**src/rtl/cc_deserializer_pkg.sv**
```systemverilog
// Shared widths and FSM state type for the cache-line fill path.
package cc_pkg;

  localparam int unsigned CC_BEAT_W   = 64;
  localparam int unsigned CC_BEATS    = 8;
  localparam int unsigned CC_LINE_W   = 512;
  localparam int unsigned CC_OFFSET_W = 6;
  localparam int unsigned CC_FIFO_W   = 518;

  typedef enum logic [1:0] {
    ST_IDLE,
    ST_COLLECT,
    ST_PUSH
  } cc_deser_state_t;

  // Address-ordered word slot for a wrap-burst beat.
  function automatic logic [2:0] cc_slot(input logic [2:0] crit, input logic [2:0] beat);
    return crit + beat;
  endfunction

endpackage

```
**src/rtl/cc_deserializer_if.sv**
```systemverilog
// Miss-request, memory read-beat and data-FIFO write signals of the line-fill assembler.
interface cc_deserializer_if;
  import cc_pkg::*;

  logic                   miss_req_valid_i;
  logic [CC_OFFSET_W-1:0] miss_req_offset_i;
  logic                   miss_req_ready_o;
  logic [CC_BEAT_W-1:0]   mem_rdata_i;
  logic                   mem_rlast_i;
  logic                   mem_rvalid_i;
  logic                   mem_rready_o;
  logic                   fifo_full_i;
  logic                   fifo_wren_o;
  logic [CC_FIFO_W-1:0]   fifo_wdata_o;
  logic                   protocol_err_o;

  modport master (
    output miss_req_valid_i, miss_req_offset_i, mem_rdata_i, mem_rlast_i,
           mem_rvalid_i, fifo_full_i,
    input  miss_req_ready_o, mem_rready_o, fifo_wren_o, fifo_wdata_o, protocol_err_o
  );

  modport slave (
    input  miss_req_valid_i, miss_req_offset_i, mem_rdata_i, mem_rlast_i,
           mem_rvalid_i, fifo_full_i,
    output miss_req_ready_o, mem_rready_o, fifo_wren_o, fifo_wdata_o, protocol_err_o
  );

endinterface

```
**src/rtl/cc_deserializer.sv**
```systemverilog
// Assembles an 8-beat wrap burst into an address-ordered line and pushes {offset, line}
// into the serializer's data FIFO.
module cc_deserializer
  import cc_pkg::*;
(
  input  logic             clk,
  input  logic             rst_n,
  cc_deserializer_if.slave bus
);

  cc_deser_state_t        state;
  logic [2:0]             beat_cnt;
  logic [CC_OFFSET_W-1:0] offset;
  logic [CC_BEAT_W-1:0]   line [CC_BEATS];
  logic                   protocol_err;

  logic                   beat_fire;
  logic [2:0]             slot;
  logic [CC_BEATS-1:0]    slot_we;
  logic                   last_beat;
  logic                   rlast_bad;
  logic [CC_FIFO_W-1:0]   wdata;

  always_comb begin
    beat_fire = (state == ST_COLLECT) && bus.mem_rvalid_i;
    slot      = cc_slot(offset[5:3], beat_cnt);
    slot_we   = '0;
    if (beat_fire) slot_we[slot] = 1'b1;
    last_beat = (beat_cnt == 3'd7);
    // rlast must appear exactly on the eighth beat
    rlast_bad = (bus.mem_rlast_i != last_beat);
  end

  always_ff @(posedge clk) begin
    if (!rst_n) begin
      state        <= ST_IDLE;
      beat_cnt     <= '0;
      offset       <= '0;
      protocol_err <= 1'b0;
      for (int unsigned i = 0; i < CC_BEATS; i++) line[i] <= '0;
    end else begin
      for (int unsigned i = 0; i < CC_BEATS; i++)
        if (slot_we[i]) line[i] <= bus.mem_rdata_i;
      case (state)
        ST_IDLE: begin
          if (bus.miss_req_valid_i) begin
            offset   <= bus.miss_req_offset_i;
            beat_cnt <= '0;
            state    <= ST_COLLECT;
          end
        end
        ST_COLLECT: begin
          if (beat_fire) begin
            beat_cnt <= beat_cnt + 3'd1;
            if (rlast_bad) protocol_err <= 1'b1;
            if (last_beat) state <= ST_PUSH;
          end
        end
        ST_PUSH: begin
          if (!bus.fifo_full_i) state <= ST_IDLE;
        end
        default: state <= ST_IDLE;
      endcase
    end
  end

  always_comb begin
    wdata = '0;
    wdata[CC_FIFO_W-1 -: CC_OFFSET_W] = offset;
    for (int unsigned k = 0; k < CC_BEATS; k++)
      wdata[CC_LINE_W-1-CC_BEAT_W*k -: CC_BEAT_W] = line[k];
  end

  assign bus.miss_req_ready_o = (state == ST_IDLE);
  assign bus.mem_rready_o     = (state == ST_COLLECT);
  assign bus.fifo_wren_o      = (state == ST_PUSH) && !bus.fifo_full_i;
  assign bus.fifo_wdata_o     = wdata;
  assign bus.protocol_err_o   = protocol_err;

endmodule
```
**src/flat_wrapper.sv**
```systemverilog
// flat-port wrapper written by rule: the top's interface ports become plain ports
module cc_deserializer_flat import cc_pkg::*;
  (clk, rst_n, bus_miss_req_valid_i, bus_miss_req_offset_i, bus_mem_rdata_i, bus_mem_rlast_i, bus_mem_rvalid_i, bus_fifo_full_i, bus_miss_req_ready_o, bus_mem_rready_o, bus_fifo_wren_o, bus_fifo_wdata_o, bus_protocol_err_o);
  cc_deserializer_if bus_i ();
  input  logic clk;
  input  logic rst_n;
  input wire logic [$bits(bus_i.miss_req_valid_i)-1:0] bus_miss_req_valid_i;
  input wire logic [$bits(bus_i.miss_req_offset_i)-1:0] bus_miss_req_offset_i;
  input wire logic [$bits(bus_i.mem_rdata_i)-1:0] bus_mem_rdata_i;
  input wire logic [$bits(bus_i.mem_rlast_i)-1:0] bus_mem_rlast_i;
  input wire logic [$bits(bus_i.mem_rvalid_i)-1:0] bus_mem_rvalid_i;
  input wire logic [$bits(bus_i.fifo_full_i)-1:0] bus_fifo_full_i;
  output wire logic [$bits(bus_i.miss_req_ready_o)-1:0] bus_miss_req_ready_o;
  output wire logic [$bits(bus_i.mem_rready_o)-1:0] bus_mem_rready_o;
  output wire logic [$bits(bus_i.fifo_wren_o)-1:0] bus_fifo_wren_o;
  output wire logic [$bits(bus_i.fifo_wdata_o)-1:0] bus_fifo_wdata_o;
  output wire logic [$bits(bus_i.protocol_err_o)-1:0] bus_protocol_err_o;
  assign bus_i.miss_req_valid_i = bus_miss_req_valid_i;
  assign bus_i.miss_req_offset_i = bus_miss_req_offset_i;
  assign bus_i.mem_rdata_i = bus_mem_rdata_i;
  assign bus_i.mem_rlast_i = bus_mem_rlast_i;
  assign bus_i.mem_rvalid_i = bus_mem_rvalid_i;
  assign bus_i.fifo_full_i = bus_fifo_full_i;
  assign bus_miss_req_ready_o = bus_i.miss_req_ready_o;
  assign bus_mem_rready_o = bus_i.mem_rready_o;
  assign bus_fifo_wren_o = bus_i.fifo_wren_o;
  assign bus_fifo_wdata_o = bus_i.fifo_wdata_o;
  assign bus_protocol_err_o = bus_i.protocol_err_o;
  cc_deserializer u_core (.clk(clk), .rst_n(rst_n), .bus(bus_i));
endmodule
```
**config.mk**
```make
export PLATFORM = sky130hd
export DESIGN_NAME = cc_deserializer_flat
export DESIGN_NICKNAME = d
export VERILOG_FILES = /design/src/rtl/cc_deserializer_pkg.sv /design/src/rtl/cc_deserializer_if.sv /design/src/rtl/cc_deserializer.sv /design/src/flat_wrapper.sv
export SDC_FILE = /design/constraint.sdc
export NUM_CORES = 1
export LEC_CHECK = 0
export BUFFER_PORTS_ARGS = -buffer_cell sky130_fd_sc_hd__buf_2
export CORE_AREA = 3 3 233 235
export DETAILED_ROUTE_END_ITERATION = 10
export DIE_AREA = 0 0 236 238
export GPL_TIMING_DRIVEN = 0
export SYNTH_ARGS = -nofsm -noshare
export SYNTH_HDL_FRONTEND = slang
export SYNTH_SLANG_ARGS = --single-unit
```
**constraint.sdc**
```tcl
create_clock -name clk -period 22.4 [get_ports clk]
set_clock_uncertainty 0.1 [all_clocks]
set_input_delay 3.36 -clock clk [delete_from_list [all_inputs] [get_ports clk]]
set_output_delay 3.36 -clock clk [all_outputs]
set_load 0.1 [all_outputs]
```
==> metrics.md, run 1 <==
| Metric | Value |
|---|---|
| Outcome | `finished, final reports clean` |
| Worst-Margin Slew | `1.25 ns` |
| Initial antenna violation count | `0` |
| Drt total wl | `58500 um` |
| Total power | `2.47 mW` |
| WL/cell | `22.8 um` |
| Setup TNS | `0 ns` |
| Multi-input logic area | `0.00219 mm2` |
| GRT overflow | `0` |
| Largest net degree at the start of global routing | `37` |
| Post-synthesis cell area | `0.0183 mm2` |
| Commonest non-fill, non-tap cell in the layout | `buf_2` |
| Main combinational cell family by area after synthesis | `simple AND/OR/NAND/NOR gates` |
| Post-Synth Adder-Cell Area | `0.314%` |
| Die outline width | `236 um` |
| Number of global-route vias before repair | `12300` |
| First-pass GRT wire length | `83600 um` |
| Final Util | `46.2%` |
| Overall die area | `0.0562 mm2` |
| Post-synthesis register bit count | `524` |
| Crit path largest cell delay | `0.48 ns` |
| Fin. Hold Viols | `0` |
| Cells after Synth | `1159` |
| Post-CTS setup buffers | `0` |
| DRC Markers | `0` |
| Worst slew margin | `17.0%` |
| CP arrival | `4.22 ns` |
| Post_cts resized | `0` |
| CTS max path bufs | `3` |
| Compound-Gate Fraction of Synth Area | `0.512%` |
| Number of buffers created by CTS | `53` |
| ANT cells | `0` |
| Core Area | `0.0524 mm2` |
| H-tree depth | `2` |
| CP required | `18.94 ns` |
| Slowest-stage cell, CP | `buf_2` |
| Crit Path Class | `in2out` |
| Cells along the critical path | `buf_2 -> nor3b_1 -> buf_2` |
| Area growth, synth to finish | `32.0%` |
| Initial DRC count | `873` |
| Fmax | `0.130 GHz` |
| RSZ-0062 raised after global routing | `false` |
| Clk Latency, worst-skew pair | `0.58 ns` |
| 1st-pass router iterations | `7` |
| ANT nets after route | `0` |
| Site Rows | `84` |
| Final Max Slew Viols | `0` |
| Worst hold path type | `reg2reg` |
| Fin crit share | `34.3%` |
| Sequential cell area | `0.0156 mm2` |
| NumNets Final | `1911` |
| Critical Path Sink Type | `output port` |
| Fillers | `4737` |
| Avg Inst Size Synth | `15.8 um2` |
| Ports | `598` |
| Mux share of post-synthesis cell area | `0%` |
| Final instance area | `0.0242 mm2` |
| Post-DP HPWL | `41800 um` |
| DR vias/cell | `4.69` |
| CTS sink cnt | `524` |
| Cell mode on critical path | `buf_2` |
| Layout cells sized above 1 | `39.8%` |
| Sequential-to-total area share from yosys stat | `85.2%` |
| Highest-count cells in the layout ignoring fill and taps | `buf_2, edfxtp_1, nor2_1, nand2_1, inv_1` |
| Yosys warnings | `0` |
| Clock-pin transition on the worst setup and hold timing paths | `0.06 ns` |
| CTS tree | `built` |
| Die H | `238 um` |
| Max VDD drop | `0.0738 mV` |
| GPL Wtd Cong | `0.784` |
| Max FO, Critical Path | `2` |
| Setup Viol. Count Final | `0` |
| Root buffer cell | `clkbuf_16` |
| Simple-gate share of the synthesized area | `10.5%` |
| Static Leak | `10.4 nW` |
| Final min period | `7.68 ns` |
| Hold_buf cts | `0` |
| Post-synth cell types | `32` |
| Setup ws final | `14.72 ns` |
| Initial core utilization | `35.0%` |
| Net count after synthesis | `1239` |
| Placed cell area | `0.0226 mm2` |
| GRT Util Overall | `20.2%` |
| Max-cap violation count | `0` |
| Critical Path Start Type | `input pin` |
| P per Cell Area | `102 mW/mm2` |
| IO buf count | `596` |
| Dpl ws | `14.69 ns` |
| Synth Area in XOR/XNOR | `0.307%` |
| Total number of vias | `12000` |
per-stage QoR:
stage               hold WS (ns)  std cells
global route               0.379       2563
floorplan                  0.371       1159
CTS                        0.368       2563
detailed placement         0.359       2464
finish                     0.365       2563
global placement           0.351       2443
final timing paths:
kind / cells after the start / end / slack (ns) / startpoint
max: 3 / bus_fifo_wren_o / 14.72 / bus_fifo_full_i
min: 2 / u_core.offset[1] / 0.36 / u_core.offset[1]
max reg2reg: 10 / u_core.line[1][157] / 18.93 / u_core.offset[3]
min reg2reg: 2 / u_core.offset[1] / 0.36 / u_core.offset[1]
state kept, by name, summed over array words and instances, names as in the netlist:
name                       count
u_core.state                   2
u_core.line                  512
u_core.offset                  6
u_core.bus.protocol_err_o      1
u_core.beat_cnt                3
cell type report:
type | instances | area share (%)
Inverter | 67 | 1.04
Multi-Input combinational cell | 513 | 9.07
Tap cell | 688 | 3.56
Clock inverter | 36 | 1.16
Clock buffer | 63 | 5.63
Sequential cell | 524 | 64.5
Timing Repair Buffer | 617 | 13.6
Buffer | 55 | 1.40
cell usage after synthesis:
master | count | area share, %
clkbuf_1 | 13 | 0.27
buf_2 | 25 | 0.68
ha_1 | 3 | 0.20
a21oi_1 | 1 | 0.027
o21a_1 | 1 | 0.041
edfxtp_1 | 512 | 84
xor3_2 | 1 | 0.14
or3b_1 | 1 | 0.048
o41ai_1 | 1 | 0.048
nand3b_1 | 3 | 0.12
and3b_1 | 1 | 0.048
fa_1 | 1 | 0.11
xor2_1 | 1 | 0.048
o31ai_1 | 1 | 0.041
and4bb_2 | 1 | 0.068
and2_1 | 1 | 0.034
nand3_1 | 5 | 0.14
xnor3_1 | 1 | 0.12
nor2_1 | 387 | 7.9
dfxtp_1 | 12 | 1.3
nand4_1 | 2 | 0.068
nor2b_1 | 2 | 0.068
buf_4 | 7 | 0.29
buf_6 | 10 | 0.61
nor3b_1 | 2 | 0.082
a21boi_0 | 8 | 0.33
inv_1 | 67 | 1.4
nor4bb_1 | 1 | 0.055
nand2_1 | 85 | 1.7
o21ai_0 | 1 | 0.027
and3_1 | 1 | 0.034
nand4b_1 | 1 | 0.048
worst max-delay path, delay by kind of cell:
family / cells / cell delay [ns]
and+or+nand+nor: 1 / 0.25
buffers and inverters: 2 / 0.60
cell families (layout without fill, tap and decap cells):
group,count (synthesis),after routing
flip-flops,524,524
buffers and inverters,122,838
XOR/XNOR,3,3
AND/OR/NAND/NOR,493,493
AO/OA/AOI/OAI,13,13
adder cells (fa/ha/maj),4,4
power breakdown:
part,switching (mW),internal (mW),leakage (nW)
clock,0.371,0.471,0.798
sequential,0.0144,1.13,5.35
combinational,0.437,0.0489,4.27
routing by layer:
layer  GRT usage (%)  vias to the layer above  share of wire, %
met2            34.7                      624                50
met3            5.25                       77               9.1
met5               0                        -                 0
met1            25.5                     5982                39
li1                -                     5340                 -
met4            5.09                        0               2.1
(Power assumes the default switching activity.)
==> inputs of run 2 (changes only) <==
- ABC_AREA: default -> 1
- CORE_AREA: 3 3 233 235 -> 3 3 230 232
- DIE_AREA: 0 0 236 238 -> 0 0 233 235
- clock period: 22.4 -> 6.4 ns (I/O delays scaled with it)
==> run 2 against run 1 <==
Effect of this change:
- via count fell by 1.5%
- final area about the same
- register-to-register slack lost 16 ns
- routed wire length decreased by 2.7%
- sequential power grew to 3.5 times the previous value
- clock power grew to 3.7 times the previous value
- critical path type is now in2reg
==> metrics.md, run 2 <==
| Metric | Value |
|---|---|
| Outcome | `finished, final reports clean` |
| Highest-count cells in the layout ignoring fill and taps | `buf_2, edfxtp_1, nor2_1, inv_1, nand2_1` |
| Site Rows | `83` |
| Die H | `235 um` |
| RR Endpoint | `u_core.line[0][161]` |
| Yosys warnings | `0` |
| Fin. Hold Viols | `0` |
| NumNets Final | `1909` |
| Static Leak | `10.5 nW` |
| Synth top area cells | `edfxtp_1, nor2_1, buf_6` |
| Largest registers | `u_core.line x512, u_core.offset x6, u_core.beat_cnt x3` |
| Ports | `598` |
| Setup crit start | `rst_n` |
| CP endpoint | `u_core.line[1][226]` |
| Sequential cell area | `0.0156 mm2` |
| Slowest-stage cell, CP | `clkbuf_1` |
| CTS max path bufs | `3` |
| Commonest non-fill, non-tap cell in the layout | `buf_2` |
| Yosys top cell by area | `edfxtp_1` |
| Fmax | `0.315 GHz` |
| Final instance area | `0.0242 mm2` |
| Post-synthesis register bit count | `524` |
| Most used DFF post-synth | `edfxtp_1` |
| Worst hold path type | `reg2reg` |
| Most frequent cell after synthesis | `edfxtp_1` |
| Cells after Synth | `1171` |
| Critical Path Sink Type | `flop` |
| Area growth, synth to finish | `31.5%` |
| GPL Wtd Cong | `0.816` |
| Setup TNS | `0 ns` |
| Fillers | `4552` |
| Overall die area | `0.0548 mm2` |
| CP top delay family | `buffers and inverters` |
| Max reg flops | `512` |
| Largest net degree at the start of global routing | `39` |
| WL/cell | `22.3 um` |
| Final min period | `3.18 ns` |
| CTS sink cnt | `524` |
| Post-DP HPWL | `40200 um` |
| Placed cells | `2455` |
| CTS tree | `built` |
| Multi-input logic area | `0.00213 mm2` |
| Yosys top cell area share | `83.6%` |
| Crit path largest cell delay | `0.88 ns` |
| DRC Markers | `0` |
| First-pass GRT wire length | `80800 um` |
| Buffers plus inverters on the worst setup path | `3` |
| CP arrival | `3.37 ns` |
| Initial antenna violation count | `0` |
| Max-cap violation count | `0` |
| Net count after synthesis | `1251` |
| WHS | `0.387 ns` |
| Total power | `8.84 mW` |
| GRT Util Overall | `20.2%` |
| Layout cells sized above 1 | `38.9%` |
| Worst R2R Path Depth | `9` |
| GRT overflow | `0` |
| Async SR Flop Fraction | `0%` |
| Die outline width | `233 um` |
| Sw frac | `32.9%` |
| P per Cell Area | `365 mW/mm2` |
| Post-synthesis cell area | `0.0184 mm2` |
| Post-Layout Cell Count | `2554` |
| Initial core utilization | `35.9%` |
| H-tree depth | `2` |
| Max FO, Critical Path | `34` |
| Number of buffers created by CTS | `52` |
| Net Switching | `2.91 mW` |
| Total number of vias | `11800` |
| ANT nets after route | `0` |
| Worst-Margin Slew | `1.09 ns` |
| Drt total wl | `56900 um` |
| Placed cell area | `0.0225 mm2` |
| Final Max Slew Viols | `0` |
| Reg2reg start | `u_core.beat_cnt[0]` |
| Critical Path Start Type | `input pin` |
| Sequential Power Share | `45.2%` |
| Worst slew margin | `27.4%` |
| Number of global-route vias before repair | `11900` |
| 1st-pass router iterations | `5` |
| Post_cts resized | `0` |
| Post-synth cell types | `21` |
| IO buf count | `596` |
| Initial DRC count | `909` |
| RSZ-0062 raised after global routing | `false` |
| Core Area | `0.0512 mm2` |
| Int Power | `5.93 mW` |
| Fin crit share | `49.6%` |
| Largest reg by FF count | `u_core.line` |
| Setup Viol. Count Final | `0` |
| Cells along the critical path | `clkbuf_2 -> clkbuf_1 -> nand2_4 -> buf_16` |
| DR vias/cell | `4.64` |
| Post-CTS setup buffers | `0` |
| Critical path depth | `4` |
| Clock-pin transition on the worst setup and hold timing paths | `0.06 ns` |
| Crit Path Class | `in2reg` |
| Avg Inst Size Synth | `15.7 um2` |
| Hold_buf cts | `0` |
| Clock Power Share | `34.9%` |
| Number of synthesized flops with an enable pin | `512` |
| Clk Latency, worst-skew pair | `0.58 ns` |
| CP required | `6.59 ns` |
| Max VDD drop | `0.251 mV` |
| Register-to-register path setup slack | `3.23 ns` |
| Combinational group share of total power | `19.9%` |
| Synth top cells by count | `edfxtp_1, nor2_1, nand2_1` |
| Sequential-to-total area share from yosys stat | `84.9%` |
| Root buffer cell | `clkbuf_16` |
## run 2: cell types whose count changed after synthesis, sizes merged, moves of 2 or more
cell    before  now
nor2       387  399
nand3b       3    0
inv         67   77
o21ai        1    8
clkbuf      13   16
a21boi       8    0
nor2b        2    0
buf         42   36
nand3        5   12
nand4        2    0
a21oi        1    6
nor3b        2    0
## run 2: worst register-to-register path: stages, from the launching register on
cell,delay [ns]
dfxtp_1,0.39
ha_1,0.17
inv_1,0.05
fa_1,0.58
inv_1,0.11
nand3_1,0.12
buf_2,0.43
buf_6,0.24
nand2_4,0.30
buf_12,0.36
## run 2: cell families after synthesis
group           Yosys count  synth area share (%)
xor+xnor                  1                0.0476
flops                   524                  84.9
buf+inv                 129                  3.90
simple gates            496                  10.4
fa+ha+maj                 4                 0.313
compound gates           17                 0.503
## run 2: per-stage QoR
step / setup WS [ns] / utilization, %
5_1_grt: 3.05 / 47.3
4_1_cts: 3.16 / 47.3
2_1_floorplan: 2.17 / -
3_5_place_dp: 2.55 / 43.9
6_report: 3.22 / 47.3
3_3_place_gp: 0.255 / 43.4
## run 2: how the worst min path moves through the flow
| stage | start | slack [ns] | to | cells past startpoint |
|---|---|---|---|---|
| final | u_core.bus.protocol_err_o | 0.39 | u_core.bus.protocol_err_o | 2 |
| after detailed placement | u_core.bus.protocol_err_o | 0.36 | u_core.bus.protocol_err_o | 2 |
| after floorplan | u_core.beat_cnt[0] | 0.35 | u_core.beat_cnt[0] | 1 |
| after global placement | u_core.beat_cnt[0] | 0.37 | u_core.beat_cnt[0] | 1 |
| after global routing | u_core.bus.protocol_err_o | 0.40 | u_core.bus.protocol_err_o | 2 |
| after CTS | u_core.bus.protocol_err_o | 0.38 | u_core.bus.protocol_err_o | 2 |
## run 2: layer usage
| metal | vias up | wire length, um | global-route usage (%) |
|---|---|---|---|
| met2 | 557 | 28500 | 34.5 |
| met3 | 98 | 4870 | 5.75 |
| li1 | 5330 | - | - |
| met1 | 5861 | 21700 | 24.5 |
| met4 | 0 | 1750 | 6.53 |
| met5 | - | 0 | 0 |
## run 2: power by group through the flow
| stage | Combinational (mW) | Clock [mW] | Sequential (mW) |
|---|---|---|---|
| global placement | 1.74 | 0 | 4.09 |
| detailed placement | 1.77 | 0 | 4.07 |
| CTS | 1.77 | 3.13 | 4.00 |
| global route | 1.80 | 3.27 | 4.01 |
| finish | 1.75 | 3.08 | 4.00 |
| floorplan | 0.178 | 0 | 5.32 |
## run 2: area by class of cell
cell class	count	area share (%)
diodes	1	0.0103
plain buffers	52	1.77
clock buffers	64	5.65
clock inverters	34	1.43
inverters	77	1.19
multi-input cells	518	8.79
flip-flops and latches	524	64.5
well taps	680	3.52
repair buffers	604	13.1
==> inputs of run 3 (changes only) <==
- CORE_AREA: 3 3 230 232 -> 3 3 234 236
- DIE_AREA: 0 0 233 235 -> 0 0 237 239
- clock period: 6.4 -> 3.18 ns (I/O delays scaled with it)
==> run 3 against run 2 <==
Effect of this change:
- sequential cell count is the same
- combinational power is 100% higher
- largest power group unchanged
- largest cell class unchanged
- hold slack got worse by 0.34 ns
==> metrics.md, run 3 (synthesized netlist as in run 2, its figures left out) <==
| Metric | Value |
|---|---|
| Drt total wl | `57500 um` |
| Crit Path Class | `reg2reg` |
| Highest-count cells in the layout ignoring fill and taps | `buf_2, edfxtp_1, nor2_1, inv_1, nand2_1` |
| Sequential cell area | `0.0156 mm2` |
| CP arrival | `3.03 ns` |
| Critical Path Sink Type | `flop` |
| Final instance area | `0.0241 mm2` |
| NumNets Final | `1903` |
| ANT cells | `0` |
| Post-Layout Cell Count | `2551` |
| CTS tree | `built` |
| Layout cells sized above 1 | `38.8%` |
| Critical Path Start Type | `flop` |
| Initial core utilization | `34.9%` |
| Final Max Slew Viols | `0` |
| P per Cell Area | `733 mW/mm2` |
| ANT nets after route | `0` |
| Fin crit share | `94.4%` |
| Number of buffers created by CTS | `53` |
| Core Area | `0.0527 mm2` |
| 1st-pass router iterations | `5` |
| Area growth, synth to finish | `30.8%` |
| Max FO, Critical Path | `64` |
| Root buffer cell | `clkbuf_16` |
| Slowest-stage cell, CP | `buf_2` |
| Worst hold path type | `in2reg` |
| Max VDD drop | `0.652 mV` |
| Site Rows | `84` |
| RSZ-0062 raised after global routing | `false` |
| Post-DP HPWL | `38700 um` |
| Initial DRC count | `899` |
| DR vias/cell | `4.70` |
| Hold_buf cts | `0` |
| Number of global-route vias before repair | `11900` |
| GRT overflow | `0` |
| Total number of vias | `12000` |
| Crit path largest cell delay | `0.44 ns` |
| CTS sink cnt | `524` |
| Fillers | `4766` |
| Total power | `17.6 mW` |
| Max reg flops | `512` |
| Static Leak | `10.4 nW` |
| Largest net degree at the start of global routing | `65` |
| DRC Markers | `0` |
| CP required | `3.21 ns` |
| Setup TNS | `0 ns` |
| Overall die area | `0.0566 mm2` |
| Fmax | `0.333 GHz` |
| GPL Wtd Cong | `0.807` |
| Setup Viol. Count Final | `0` |
| Commonest non-fill, non-tap cell in the layout | `buf_2` |
| First-pass GRT wire length | `80700 um` |
| Placed cell area | `0.0223 mm2` |
| Outcome | `finished, final reports clean` |
| Worst slew margin | `20.9%` |
| H-tree depth | `2` |
| Clock-pin transition on the worst setup and hold timing paths | `0.06 ns` |
| Largest registers | `u_core.line x512, u_core.offset x6, u_core.beat_cnt x3` |
| WL/cell | `22.5 um` |
| Die H | `239 um` |
| Ports | `598` |
| Cell mode on critical path | `nand3_1` |
| Worst-Margin Slew | `1.19 ns` |
| Clk Latency, worst-skew pair | `0.58 ns` |
| IO buf count | `596` |
| Die outline width | `237 um` |
| WHS | `0.0517 ns` |
| Multi-input logic area | `0.00218 mm2` |
| Final Util | `45.7%` |
| GRT Util Overall | `19.4%` |
| Placed cells | `2456` |
| Final min period | `3.00 ns` |
| Initial antenna violation count | `0` |
| Fin. Hold Viols | `0` |
| Dpl ws | `-0.647 ns` |
| Cells along the critical path | `ha_1 -> inv_1 -> fa_1 -> nand3_1 -> nand2_1 -> nand3_1 -> buf_2 -> buf_6 -> nand2_8` |
| CTS max path bufs | `3` |
| Largest reg by FF count | `u_core.line` |
| Max-cap violation count | `0` |
| Setup ws final | `0.178 ns` |
## run 3: final timing paths
path / startpoint / end / cells past startpoint / slack [ns]
setup / recovery: u_core.beat_cnt[0] / u_core.line[0][74] / 9 / 0.18
hold / removal: bus_miss_req_offset_i[0] / u_core.offset[0] / 3 / 0.05
setup reg to reg: u_core.beat_cnt[0] / u_core.line[0][74] / 9 / 0.18
hold reg to reg: u_core.offset[1] / u_core.offset[1] / 2 / 0.39
## run 3: layout make-up
| type | instances | area share, % |
|---|---|---|
| buffer | 52 | 1.82 |
| clock buffer | 63 | 5.75 |
| clock inverter | 32 | 1.19 |
| inverter | 77 | 1.20 |
| multi-input combinational | 518 | 9.06 |
| sequential | 524 | 64.9 |
| tap | 688 | 3.58 |
| timing repair buffer | 597 | 12.5 |
## run 3: routing by layer
layer / global-route usage (%) / wire length (um) / vias up
met2: 33.6 / 29700 / 602
met1: 24.3 / 21600 / 5989
met4: 5.88 / 1430 / 0
met3: 4.53 / 4730 / 85
li1: - / - / 5317
met5: 0 / 0 / -
## run 3: worst max-delay path: cells and delay by family (launching register included)
kind	cells	cell delay, ns
fa+ha+maj	2	0.56
buf+inv	3	0.73
flops	1	0.39
simple gates	4	0.61
## run 3: report_power, final
| part | internal (mW) | switching, mW |
|---|---|---|
| Clock | 3.50 | 2.57 |
| Combinational | 0.333 | 3.18 |
| Sequential | 7.95 | 0.105 |
## run 3: what timing repair did
action	in CTS	in global routing
setup buffers	0	0
gates resized for setup	0	13
endpoints found under the setup margin	399	448
cloned	0	0
